### src/rtl/des_entry_sequencer.sv
// ---------------------------------------------------------------------------
// des_entry_sequencer
//
// Front-panel controller for the DES demo board. Runs the 16-nibble switch
// entry block twice: first to capture the 64-bit key, then the 64-bit data
// block. It then launches the DES core, waits for completion with a timeout,
// and holds the result for the display logic.
//
// Ports
//   clk, rst          system clock (posedge) / asynchronous active-low reset
//   go_btn_n          raw "go" pushbutton, active-low, asynchronous to clk
//   mode_sw           0 = encrypt, 1 = decrypt, sampled when the data is loaded
//   entry_values      64-bit value bus from the entry block
//   entry_count       nibbles entered so far (0..16)
//   entry_clr_n       active-low clear to the entry block
//   des_key/des_block key and data registers driving the DES core
//   des_decrypt       direction to the DES core
//   des_start         single-cycle start pulse
//   des_done          completion from the core, honoured only while waiting
//   des_result        core output, captured on the des_done cycle
//   result            held result for display
//   result_valid      high while a fresh result is shown
//   error             high while in the timeout error state
//   state_dbg         current state encoding, for LEDs
// ---------------------------------------------------------------------------
module des_entry_sequencer #(
    parameter int DEBOUNCE_CYCLES = 50000,
    parameter int TIMEOUT_CYCLES  = 1024,  // must be >= 2
    parameter int CNT_W           = 20
) (
    input  logic        clk,
    input  logic        rst,
    input  logic        go_btn_n,
    input  logic        mode_sw,
    input  logic [63:0] entry_values,
    input  logic [4:0]  entry_count,
    output logic        entry_clr_n,
    output logic [63:0] des_key,
    output logic [63:0] des_block,
    output logic        des_decrypt,
    output logic        des_start,
    input  logic        des_done,
    input  logic [63:0] des_result,
    output logic [63:0] result,
    output logic        result_valid,
    output logic        error,
    output logic [2:0]  state_dbg
);

    localparam logic [2:0] S_CLR_KEY = 3'd0;
    localparam logic [2:0] S_KEY     = 3'd1;
    localparam logic [2:0] S_CLR_DAT = 3'd2;
    localparam logic [2:0] S_DAT     = 3'd3;
    localparam logic [2:0] S_START   = 3'd4;
    localparam logic [2:0] S_WAIT    = 3'd5;
    localparam logic [2:0] S_SHOW    = 3'd6;
    localparam logic [2:0] S_ERR     = 3'd7;

    localparam logic [CNT_W-1:0] CNT_ONE = CNT_W'(1);
    localparam logic [CNT_W-1:0] DB_LAST = CNT_W'(DEBOUNCE_CYCLES - 1);
    localparam logic [CNT_W-1:0] TO_LAST = CNT_W'(TIMEOUT_CYCLES - 1);

    // ------------------------------------------------------------------
    // go button: synchronizer + debounce
    // ------------------------------------------------------------------
    logic             sync1_q, sync2_q;
    logic             stable_q, stable_d;
    logic [CNT_W-1:0] db_cnt_q, db_cnt_d;
    logic             go_press;

    // Button idles high, so the synchronizer and stable level reset to 1;
    // otherwise the first release after reset would look like a level change.
    always_ff @(posedge clk or negedge rst) begin
        if (!rst) begin
            sync1_q <= 1'b1;
            sync2_q <= 1'b1;
        end else begin
            sync1_q <= go_btn_n;
            sync2_q <= sync1_q;
        end
    end

    // db_cnt counts consecutive samples that differ from the stable level.
    // The DEBOUNCE_CYCLES-th differing sample commits the new level; a
    // matching sample restarts the count. Only a commit to 0 is a press, so
    // holding the button can never produce a second pulse.
    always_comb begin
        stable_d = stable_q;
        db_cnt_d = '0;
        go_press = 1'b0;
        if (sync2_q != stable_q) begin
            if (db_cnt_q == DB_LAST) begin
                stable_d = sync2_q;
                go_press = ~sync2_q;
            end else begin
                db_cnt_d = db_cnt_q + CNT_ONE;
            end
        end
    end

    always_ff @(posedge clk or negedge rst) begin
        if (!rst) begin
            stable_q <= 1'b1;
            db_cnt_q <= '0;
        end else begin
            stable_q <= stable_d;
            db_cnt_q <= db_cnt_d;
        end
    end

    // ------------------------------------------------------------------
    // Sequencer FSM
    // ------------------------------------------------------------------
    logic [2:0]       state_q, state_d;
    logic [63:0]      key_q, key_d;
    logic [63:0]      blk_q, blk_d;
    logic [63:0]      res_q, res_d;
    logic             dec_q, dec_d;
    logic [CNT_W-1:0] to_cnt_q, to_cnt_d;
    logic [CNT_W-1:0] to_cnt_inc;
    logic             entry_full;

    assign entry_full = (entry_count == 5'd16);
    assign to_cnt_inc = to_cnt_q + CNT_ONE;

    always_comb begin
        state_d  = state_q;
        key_d    = key_q;
        blk_d    = blk_q;
        res_d    = res_q;
        dec_d    = dec_q;
        to_cnt_d = to_cnt_q;
        case (state_q)
            S_CLR_KEY: state_d = S_KEY;
            S_KEY: begin
                if (go_press && entry_full) begin
                    key_d   = entry_values;
                    state_d = S_CLR_DAT;
                end
            end
            S_CLR_DAT: state_d = S_DAT;
            S_DAT: begin
                if (go_press && entry_full) begin
                    blk_d   = entry_values;
                    dec_d   = mode_sw;
                    state_d = S_START;
                end
            end
            S_START: begin
                to_cnt_d = '0;
                state_d  = S_WAIT;
            end
            S_WAIT: begin
                // START counts as the first cycle of the budget, so WAIT
                // lasts TIMEOUT_CYCLES-1 cycles and error rises exactly
                // TIMEOUT_CYCLES cycles after des_start. done is tested
                // first so it wins on the final cycle.
                to_cnt_d = to_cnt_inc;
                if (des_done) begin
                    res_d   = des_result;
                    state_d = S_SHOW;
                end else if (to_cnt_inc == TO_LAST) begin
                    state_d = S_ERR;
                end
            end
            S_SHOW: begin
                // Re-run with the same key: only the data block is re-entered.
                if (go_press) state_d = S_CLR_DAT;
            end
            S_ERR: begin
                if (go_press) state_d = S_CLR_KEY;
            end
            default: state_d = S_CLR_KEY;
        endcase
    end

    always_ff @(posedge clk or negedge rst) begin
        if (!rst) begin
            state_q  <= S_CLR_KEY;
            key_q    <= '0;
            blk_q    <= '0;
            res_q    <= '0;
            dec_q    <= 1'b0;
            to_cnt_q <= '0;
        end else begin
            state_q  <= state_d;
            key_q    <= key_d;
            blk_q    <= blk_d;
            res_q    <= res_d;
            dec_q    <= dec_d;
            to_cnt_q <= to_cnt_d;
        end
    end

    // Status outputs are plain decodes of the state register, which gives
    // the exact one-cycle clear/start pulses and the reset values for free.
    assign entry_clr_n  = ~((state_q == S_CLR_KEY) || (state_q == S_CLR_DAT));
    assign des_start    = (state_q == S_START);
    assign result_valid = (state_q == S_SHOW);
    assign error        = (state_q == S_ERR);
    assign state_dbg    = state_q;
    assign des_key      = key_q;
    assign des_block    = blk_q;
    assign des_decrypt  = dec_q;
    assign result       = res_q;

endmodule

### config.mk
export PLATFORM = sky130hd
export DESIGN_NAME = des_entry_sequencer
export DESIGN_NICKNAME = d
export VERILOG_FILES = /design/src/rtl/des_entry_sequencer.sv
export SDC_FILE = /design/constraint.sdc
export NUM_CORES = 1
export LEC_CHECK = 0
export BUFFER_PORTS_ARGS = -buffer_cell sky130_fd_sc_hd__buf_2
export CAP_MARGIN = 40
export CORE_ASPECT_RATIO = 1.5
export CORE_MARGIN = 3
export CORE_UTILIZATION = 54
export DETAILED_ROUTE_END_ITERATION = 16
export GPL_ROUTABILITY_DRIVEN = 0
export PLACE_DENSITY_LB_ADDON = 0.3
export SLEW_MARGIN = 15
export SYNTH_ARGS = -nofsm -noshare
export SYNTH_HDL_FRONTEND = slang
export SYNTH_SLANG_ARGS = --single-unit
### constraint.sdc
create_clock -name clk -period 6.8 [get_ports clk]
set_input_delay 1.02 -clock clk [delete_from_list [all_inputs] [get_ports clk]]
set_output_delay 1.02 -clock clk [all_outputs]
set_load 0.02 [all_outputs]
# Word level (Yosys, flattened, before mapping)
# Cells that the tools add are included.
# totals
reg_bits,239
input_bits,138
output_inout_bits,200
word_cells,51
# op_classes
addsub,2
eq_ne,16
mux,12
bitwise,2
reduce_logical,9
# ops
op,n
$add 20x1->20 const B,2
$mux 20,2
$pmux 20 s2,1
$pmux 3 s8,1
$eq 20x10->1 const B,1
$eq 20x16->1 const B,1
$mux 3,6
$eq 3x3->1 const B,4
$reduce_and 2->1,4
$eq 3x2->1 const B,2
$eq 5x5->1 const B,1
$reduce_and 5->1,1
$ne 2x1->1 const B,2
$ne 2x2->1 const B,2
$eq 3x1->1 const B,1
$logic_not 3->1,1
$ne 3x3->1 const B,1
$mux 1,2
$not 1->1,2
$reduce_bool 2->1,1
$logic_and 1x1->1,1
$logic_or 1x1->1,1
$ne 1x1->1,1

# Longest topological paths before layout
# Gate-level depths: netlist (run 1).
# logic_depth
ltp_word,6
ltp_mapped,10
mapped_depth_nobuf,7

# Worst setup path after synthesis (run 1)
# OpenSTA, ideal clock, no wires.
# synth_path
path_type,input to register
startpoint,input port entry_count[1]
endpoint,"register key_q[51], in the netlist des_key[51]"
setup_ns,0.125
arrival_time_ns,2.765
required_time_ns,6.675
path_slack_ns,3.910
cell_stages,7
path_buffers,2
cell_sequence,nor4_1 -> nand2_1 -> or4_1 -> clkbuf_1 -> nor3_4 -> buf_4 -> mux2_2
# synth_between
elab_chain_len,3
# synth_rtl
element,line,source
from (decl),36,"input logic [4:0] entry_count,"
$eq 5x5->1,123,assign entry_full = (entry_count == 5'd16);
$logic_and 1x1->1,136,if (go_press && entry_full) begin
$reduce_and 2->1 (no line),--,
to (signal assigned),187,key_q <= key_d;
to (decl),115,"logic [63:0] key_q, key_d;"
# Every way passes these cells.
# A chain may end at the register's enable or synchronous reset.

# Worst setup path in the final report (run 1)
# layout_path
startpoint,"register state_q[0], in the netlist state_dbg[0]"
endpoint,output port entry_clr_n
# layout_between
elab_chain_len,3
word_cells_on_any_way,4
classes_between,eq/ne (1); bitwise (1); reduce/logical (2)
# layout_rtl
element,line,source
from (decl),114,"logic [2:0] state_q, state_d;"
from (signal assigned),186,state_q <= state_d;
$eq 3x2->1 / $logic_not 3->1 (equally long branches),197,assign entry_clr_n = ~((state_q == S_CLR_KEY) || (state_q == S_CLR_DAT));
$logic_or 1x1->1 *,197,
$not 1->1 *,197,
to (decl),37,"output logic entry_clr_n,"
# Every way passes the cells marked *; elsewhere a longest branch is shown, timed or not.

==> impl_metrics.tcl, run 1 <==
set metrics [dict create \
    status "complete, no violations" \
    layout_commonest_cell "buf_2" \
    fin_skew_ns 0.0181 \
    synth.top_cell.area_share_pct 60.3 \
    antenna_found_initial 1 \
    io_pins 338 \
    numPortBuffers 337 \
    final_cell_mix "buf_2 (337), dfrtp_1 (236), mux2_2 (185), nand2_1 (48), nor2_1 (35)" \
    post_synth.cell_area_avg_um2 13.6 \
    max_slew.worst_pin.slew_ns 0.806 \
    num_rows 59 \
    path_cells "inv_1, nand2_1, buf_2" \
    vias_per_cell 5.48 \
    drtPass1Iterations 4 \
    antenna_left 0 \
    clock.fmax_mhz 329 \
    fillers 1302 \
    setup_tns_ns 0 \
    drv_slew 0 \
    cp_slowest_cell "dfrtp_1" \
    path_max_fanout 18 \
    grt_use_total_pct 24.3 \
    initial_core_util_pct 55.7 \
    synth_flop_cell "dfrtp_1" \
    ys_types 47 \
    synth.area.top_cells "dfrtp_1 (60%), mux2_2 (21%), nand2_1 (1.9%)" \
    combPwrFrac_pct 3.7 \
    slew-limit-headroom_pct 46.2 \
    drv_cap 0 \
    route.detailed.drc 0 \
    setup_viol 0 \
    htree_levels 1 \
    die-width_um 116 \
    period_needed_ns 3.04 \
    hold_viol 0 \
    p_sw_w 0.000588 \
    post_cts_buffers 0 \
    tritoncts "yes" \
    drt-initial-drc-count 372 \
    clock_sinks 239 \
    rsz0062_at_grt "no" \
    swShare_pct 21.2 \
    core_um2 17600 \
    ctsHoldBuffers 0 \
    synth_seq_cells 239 \
    grt_pass1_wl_mm 38.0 \
    clk_pin_slew_ns 0.06 \
    vdd_drop_max_uv 205 \
    die-area_um2 19800 \
    syn-num-nets 860 \
    slowest_delay_ns 0.74 \
    p_leak_nw 6.86 \
    cts_root_buffer "clkbuf_16" \
    cp-start-kind "register" \
    path_delay_family "flip-flops" \
    wire_per_inst_um 19.4 \
    intPower_w 0.00218 \
    nets 1193 \
    worstPathRequired_ns 5.78 \
    period_share_pct 44.7 \
    post_cts_resize_count 0 \
    overflow 0 \
    first_global_vias 7218 \
    numCtsBuffers 24 \
    clock_latency_ns 0.51 \
    power_w 0.00277 \
    num_vias 7032 \
    syn_to_final_growth_pct 26.3 \
    post_route_cells_drive_above_1_share_pct 53.6 \
    pwr-share-seq_pct 51.9 \
    p_per_area_nw_per_um2 224 \
    critical_path_arrival_ns 2.02 \
    final_area_um2 12400 \
    grt_max_degree 151 \
    critPathBufInv 2 \
    yosysWarnings 0 \
    die_y_um 171 \
    dp_hpwl_mm 18.0 \
    pwr-share-clk_pct 44.4 \
    dpl_cell_area_um2 11600 \
    yosys.area.top_type "dfrtp_1" \
    synth_edf_count 0 \
    cp-end-kind "output pin" \
    async_reset_ff_share_pct 100 \
    path_class "reg -> out" \
    cts_buffer_depth 3 \
    synth_area_um2 9790 \
    routed_wl_mm 24.8 \
    yosysSeqAreaShare_pct 61.1 \
    hold_class "reg -> reg" \
    netlist_instances 719 \
]
-- state kept, by name, indices dropped and copies added (netlist names) --
signal	count
des_block	64
des_key	64
result	64
db_cnt_q	20
to_cnt_q	20
state_dbg	3
des_decrypt	1
stable_q	1
sync1_q	1
sync2_q	1
-- worst paths after layout --
check	cells past startpoint	slack [ns]	start	endpoint
setup / recovery	3	3.76	state_dbg[0]$_DFFE_PN0P_	entry_clr_n
hold / removal	0	0.37	sync1_q$_DFF_PN1_	sync2_q$_DFF_PN1_
setup reg to reg	7	3.85	db_cnt_q[0]$_DFF_PN0_	des_block[56]$_DFFE_PN0P_
hold reg to reg	0	0.37	sync1_q$_DFF_PN1_	sync2_q$_DFF_PN1_
max in group asynchronous	2	5.08	rst	des_key[45]$_DFFE_PN0P_
min in group asynchronous	1	0.51	rst	result[11]$_DFFE_PN0P_
-- cell usage after synthesis (all sizes together) (6+ instances only) --
master  count
a21o        6
a21oi       9
and3        8
buf        14
clkbuf     25
dfrtp     236
inv         6
mux2      194
nand2      49
nand3      18
nand4      11
nor2       35
nor3       12
o21ai      18
o31ai      11
xnor2      11
xor2       11
-- cells by family after synthesis --
| group | count (synthesis) | synth area share [%] |
|---|---|---|
| AO/OA/AOI/OAI | 59 | 3.91 |
| AND/OR/NAND/NOR | 156 | 7.81 |
| flip-flops | 239 | 61.1 |
| XOR/XNOR | 22 | 1.97 |
| multiplexers | 195 | 22.4 |
| buffers and inverters | 45 | 2.40 |
| adder cells (fa/ha/maj) | 3 | 0.383 |
-- metal layers --
| layer | share of wire (%) | wire (um) | track usage [%] | up-vias |
|---|---|---|---|---|
| met5 | 0 | 0 | 0 | - |
| met4 | 3.2 | 789 | 7.98 | 0 |
| met3 | 8.2 | 2030 | 7.18 | 55 |
| met2 | 53 | 13300 | 43.7 | 260 |
| met1 | 35 | 8740 | 27.4 | 3498 |
| li1 | - | - | - | 3219 |
-- power groups by stage --
stage / Clock (W) / Combinational [W] / Sequential [W]
floorplan: 0 / 0.0000108 / 0.00147
global placement: 0 / 0.000104 / 0.00146
detailed placement: 0 / 0.000105 / 0.00146
CTS: 0.00126 / 0.000106 / 0.00144
global route: 0.00132 / 0.000115 / 0.00144
finish: 0.00123 / 0.000103 / 0.00144
-- cell type report --
type,instances,area (um2),area share [%]
Multi-Input combinational cell,435,3580,28.9
Tap cell,213,267,2.15
Timing Repair Buffer,346,1770,14.3
Clock buffer,39,707,5.72
Inverter,6,22.5,0.182
Sequential cell,239,5980,48.4
Clock inverter,4,31.3,0.253
Antenna cell,1,2.50,0.0202
-- through the flow --
stage          hold WS [ns]  utilization (%)  worst slack (ns)  instances
2_1_floorplan         0.345                -              3.91        719
3_3_place_gp          0.352             66.2              3.43       1238
3_5_place_dp          0.350             66.2              3.41       1239
4_1_cts               0.363             70.4              3.73       1282
5_1_grt               0.367             70.4              3.62       1283
6_report              0.366             70.4              3.76       1283
(Power assumes the default switching activity.)
==> inputs of run 2 (changes only) <==
CORE_UTILIZATION = 50   (was 54)
clock period = 3.1 ns   (was 6.8 ns; I/O delays follow)
==> run 2 against run 1 <==
Setup slack got worse by 3.4 ns. Clock power grew 130%. Combinational power grew 120%. Critical path type is now reg -> reg.
==> impl_metrics.tcl, run 2 (same netlist as run 1, synthesis figures left out) <==
set metrics [dict create \
    period_needed_ns 2.74 \
    instances_no_fill 1331 \
    register_area_um2 5980 \
    cp_slowest_cell "or4_1" \
    p_sw_w 0.00129 \
    post_route_cells_drive_above_1_share_pct 53.7 \
    clock_latency_ns 0.51 \
    status "complete, no violations" \
    period_share_pct 88.2 \
    antenna_found_initial 1 \
    fillers 1500 \
    syn_to_final_growth_pct 28.3 \
    post_cts_resize_count 0 \
    fin_skew_ns 0.0130 \
    drv_cap 0 \
    regToRegSetupSlack_ns 0.36 \
    dp_hpwl_mm 17.5 \
    numCtsBuffers 23 \
    num_rows 62 \
    slew-limit-headroom_pct 57.2 \
    hold_class "in -> reg" \
    setup_viol 0 \
    layout_commonest_cell "buf_2" \
    critical_path_arrival_ns 3.12 \
    vias_per_cell 5.22 \
    critPathBufInv 1 \
    power_w 0.00623 \
    setup_ws_ns 0.364 \
    path_delay_family "simple AND/OR/NAND/NOR gates" \
    core_um2 19200 \
    path_cells "ha_1, and3_1, nand2_1, or4_1, nor3_4, buf_12, mux2_2" \
    post-place-ws_ns 0.370 \
    initial_core_util_pct 51.1 \
    num_vias 6954 \
    route.detailed.drc 0 \
    routed_wl_mm 24.3 \
    intPower_w 0.00494 \
    placed_cells 1287 \
    post-route-util_pct 65.6 \
    wire_per_inst_um 18.2 \
    grt_use_total_pct 22.3 \
    tritoncts "yes" \
    r2r_cells 7 \
    cp-start-kind "register" \
    io_pins 338 \
    hold_path_depth 1 \
    combPwrFrac_pct 3.7 \
    clk_pin_slew_ns 0.06 \
    cts_buffer_depth 3 \
    pwr-share-clk_pct 45.8 \
    drt-initial-drc-count 311 \
    path_class "reg -> reg" \
    numPortBuffers 337 \
    setup_tns_ns 0 \
    max_slew.worst_pin.slew_ns 0.640 \
    die-area_um2 21300 \
    pwr-share-seq_pct 50.6 \
    rsz0062_at_grt "no" \
    die-width_um 120 \
    clock.fmax_mhz 366 \
    worstPathRequired_ns 3.49 \
    grt_pass1_wl_mm 38.4 \
    htree_levels 1 \
    multi_input_area_um2 3580 \
    antenna_left 0 \
    drv_slew 0 \
    cp-end-kind "register" \
    swShare_pct 20.7 \
    vdd_drop_max_uv 454 \
    clock_sinks 239 \
    p_leak_nw 6.92 \
    die_y_um 177 \
    grt_max_degree 87 \
    cp_num_cells 7 \
    p_per_area_nw_per_um2 496 \
    path_max_fanout 48 \
    nets 1198 \
    drtPass1Iterations 4 \
    slowest_delay_ns 0.68 \
    overflow 0 \
    first_global_vias 7485 \
    final_cell_mix "buf_2 (336), dfrtp_1 (236), mux2_2 (185), nand2_1 (48), nor2_1 (35)" \
    hold_viol 0 \
    cts_root_buffer "clkbuf_16" \
]
## run 2: cell types whose count changed in the layout (fill, tap and decap cells not counted), moves of 2 or more
cell	change
buf_12	+5
clkbuf_8	-2
bufinv_16	+3
clkinv_2	-2
## run 2: through the flow
step | instance area, um2 | hold slack [ns]
after global routing | 12600 | 0.0450
after detailed placement | 11800 | 0.347
after global placement | 11800 | 0.350
after CTS | 12600 | 0.0339
final | 12600 | 0.0578
after floorplan | 9790 | 0.169
## run 2: area by class of cell
type / count / area share (%)
timing repair buffer: 352 / 15.0
antenna: 1 / 0.0199
multi-input combinational: 435 / 28.5
inverter: 6 / 0.179
sequential: 239 / 47.6
clock inverter: 6 / 0.886
tap: 256 / 2.55
clock buffer: 36 / 5.21
## run 2: power by group through the flow
stage	sequential, W	clock, W	combinational [W]
3_5_place_dp	0.00321	0	0.000233
2_1_floorplan	0.00323	0	0.0000238
4_1_cts	0.00315	0.00293	0.000236
3_3_place_gp	0.00321	0	0.000227
6_report	0.00315	0.00285	0.000229
5_1_grt	0.00315	0.00304	0.000256
## run 2: layer usage
layer  routed length (um)  global-route usage (%)  vias up
li1                     -                       -     3230
met1                 8770                    25.3     3446
met2                13000                    40.7      228
met3                 1750                    5.71       50
met4                  773                    7.70        0
met5                    0                       0        -
## run 2: final timing paths
path / end / from
setup / recovery: des_block[37]$_DFFE_PN0P_ / db_cnt_q[0]$_DFF_PN0_
hold / removal: sync1_q$_DFF_PN1_ / go_btn_n
setup reg to reg: des_block[37]$_DFFE_PN0P_ / db_cnt_q[0]$_DFF_PN0_
hold reg to reg: sync2_q$_DFF_PN1_ / sync1_q$_DFF_PN1_
max in group asynchronous: des_key[9]$_DFFE_PN0P_ / rst
min in group asynchronous: des_key[32]$_DFFE_PN0P_ / rst
## run 2: timing repair
action                    CTS  global route
hold endpoints to repair   55             0
hold buffers                1             0
setup buffers               0             0
==> inputs of run 3 (changes only) <==
BUFFER_PORTS_ARGS = default   (was -buffer_cell sky130_fd_sc_hd__buf_2)
CORE_ASPECT_RATIO = default   (was 1.5)
CORE_UTILIZATION = 60   (was 50)
DONT_BUFFER_PORTS = 1   (was default)
SKIP_LAST_GASP = 1   (was default)
==> run 3 against run 2 <==
The run now ends with hold timing left. Critical path depth is 1 lower. Die area is 16% lower. Core utilization is 2.3 points higher. First-iteration DRC count is 26% higher. Final area is 14% lower. Flip-flop and latch count stayed put. Maximum frequency is 0.86% lower. Clock power is 4% higher.
==> impl_metrics.tcl, run 3 (same netlist as run 1, synthesis figures left out) <==
set metrics [dict create \
    rsz0062_at_grt "no" \
    io_pins 338 \
    hold_class "in -> async" \
    vias_per_cell 6.10 \
    worstPathRequired_ns 3.50 \
    die-width_um 134 \
    setup_viol 0 \
    cts_root_buffer "clkbuf_16" \
    final_cell_mix "dfrtp_1 (236), mux2_2 (185), nand2_1 (48), nor2_1 (35), clkbuf_16 (25)" \
    initial_core_util_pct 61.4 \
    syn_to_final_growth_pct 10.4 \
    p_leak_nw 5.28 \
    die-area_um2 17900 \
    post_cts_resize_count 0 \
    p_sw_w 0.00126 \
    grt_use_total_pct 24.9 \
    slowest_delay_ns 0.68 \
    regToRegEndpoint "des_block[58]$_DFFE_PN0P_" \
    intPower_w 0.00491 \
    htree_levels 1 \
    p_per_area_nw_per_um2 571 \
    numPortBuffers 0 \
    vdd_drop_max_uv 460 \
    period_share_pct 89.0 \
    routed_wl_mm 22.7 \
    regToRegSetupSlack_ns 0.34 \
    r2r_cells 6 \
    drt-initial-drc-count 392 \
    clock_latency_ns 0.52 \
    cp-start-kind "register" \
    drtPass1Iterations 5 \
    critical_path_arrival_ns 3.16 \
    antennaDiodeCount 0 \
    period_needed_ns 2.76 \
    wire_per_inst_um 23.9 \
    first_global_vias 6062 \
    post-route-util_pct 67.8 \
    path_cells "nor4bb_1, nand4_1, or4_1, nor3_4, buf_12, mux2_2" \
    antenna_left 0 \
    post-place-ws_ns 0.354 \
    clock_sinks 239 \
    status "finished, violations left" \
    worstReg2RegStart "db_cnt_q[12]$_DFF_PN0_" \
    clock.fmax_mhz 362 \
    hold_viol 238 \
    setup_tns_ns 0 \
    violations "hold timing" \
    grt_pass1_wl_mm 35.1 \
    post_route_cells_drive_above_1_share_pct 33.6 \
    slew-limit-headroom_pct 52.4 \
    cp-end-kind "register" \
    tritoncts "yes" \
    drv_slew 0 \
    clk_pin_slew_ns 0.06 \
    max_slew.worst_pin.slew_ns 0.713 \
    pwr-share-seq_pct 51.5 \
    pwr-share-clk_pct 48.1 \
    layout_commonest_cell "dfrtp_1" \
    cp_slowest_cell "or4_1" \
    overflow 0 \
    numCtsBuffers 25 \
    die_y_um 134 \
    fin_skew_ns 0.0117 \
    route.detailed.drc 0 \
    swShare_pct 20.4 \
    nets 859 \
    setup_ws_ns 0.341 \
    instances_no_fill 952 \
    drv_cap 0 \
    num_vias 5804 \
    combPwrFrac_pct 0.5 \
    antenna_found_initial 4 \
    path_delay_family "simple AND/OR/NAND/NOR gates" \
    grt_max_degree 240 \
    path_max_fanout 65 \
    path_class "reg -> reg" \
    hold_ws_ns -0.357 \
    num_rows 46 \
    dp_hpwl_mm 16.3 \
    ctsHoldBuffers 1 \
    placed_cells 906 \
    critPathBufInv 1 \
    cts_buffer_depth 3 \
    core_um2 15900 \
]
[run 3: changes by cell type in the layout (fill, tap and decap cells not counted), moves of 2 or more]
cell	change
clkbuf_16	+2
buf_2	-336
clkbuf_1	-8
clkinv_2	+7
buf_12	-3
[run 3: per-layer routing]
layer,GRT usage (%),routed length (um),vias up
li1,-,-,2544
met1,28.5,7710,2879
met2,42.2,11500,316
met3,10.3,2600,57
met4,9.14,847,8
met5,0,48,-
[run 3: cell type report]
| class | instances | area, um2 |
|---|---|---|
| clock buffer | 31 | 688 |
| clock inverter | 14 | 144 |
| fill | 1121 | 5130 |
| inverter | 6 | 22.5 |
| multi-input combinational | 435 | 3580 |
| sequential | 239 | 5980 |
| tap | 216 | 270 |
| timing repair buffer | 11 | 123 |
[run 3: worst max-delay path by stage]
stage,from,end,slack [ns],cells after the start
after floorplan,db_cnt_q[0]$_DFF_PN0_,des_key[51]$_DFFE_PN0P_,0.61,9
after global placement,db_cnt_q[0]$_DFF_PN0_,des_block[53]$_DFFE_PN0P_,0.40,7
after detailed placement,db_cnt_q[0]$_DFF_PN0_,des_block[58]$_DFFE_PN0P_,0.35,7
after CTS,db_cnt_q[0]$_DFF_PN0_,des_block[2]$_DFFE_PN0P_,0.34,7
after global routing,db_cnt_q[12]$_DFF_PN0_,des_block[53]$_DFFE_PN0P_,0.17,6
final,db_cnt_q[12]$_DFF_PN0_,des_block[58]$_DFFE_PN0P_,0.34,6
[run 3: power groups by stage]
stage	Clock [W]	Combinational, W	Sequential (W)
4_1_cts	0.00303	0.0000291	0.00318
3_5_place_dp	0	0.0000278	0.00324
2_1_floorplan	0	0.0000238	0.00323
5_1_grt	0.00317	0.0000318	0.00318
6_report	0.00297	0.0000285	0.00318
3_3_place_gp	0	0.0000256	0.00323
[run 3: timing repair]
item                                    in CTS  in global routing
setup buffers                                0                  0
endpoints found under the setup margin       0                  0
hold endpoints to repair                   240                239
[run 3: metrics by stage]
stage               power (W)  instance area, um2
floorplan             0.00325                9790
global placement      0.00326                9970
detailed placement    0.00326                9970
CTS                   0.00623               10800
global route          0.00638               10800
finish                0.00617               10800
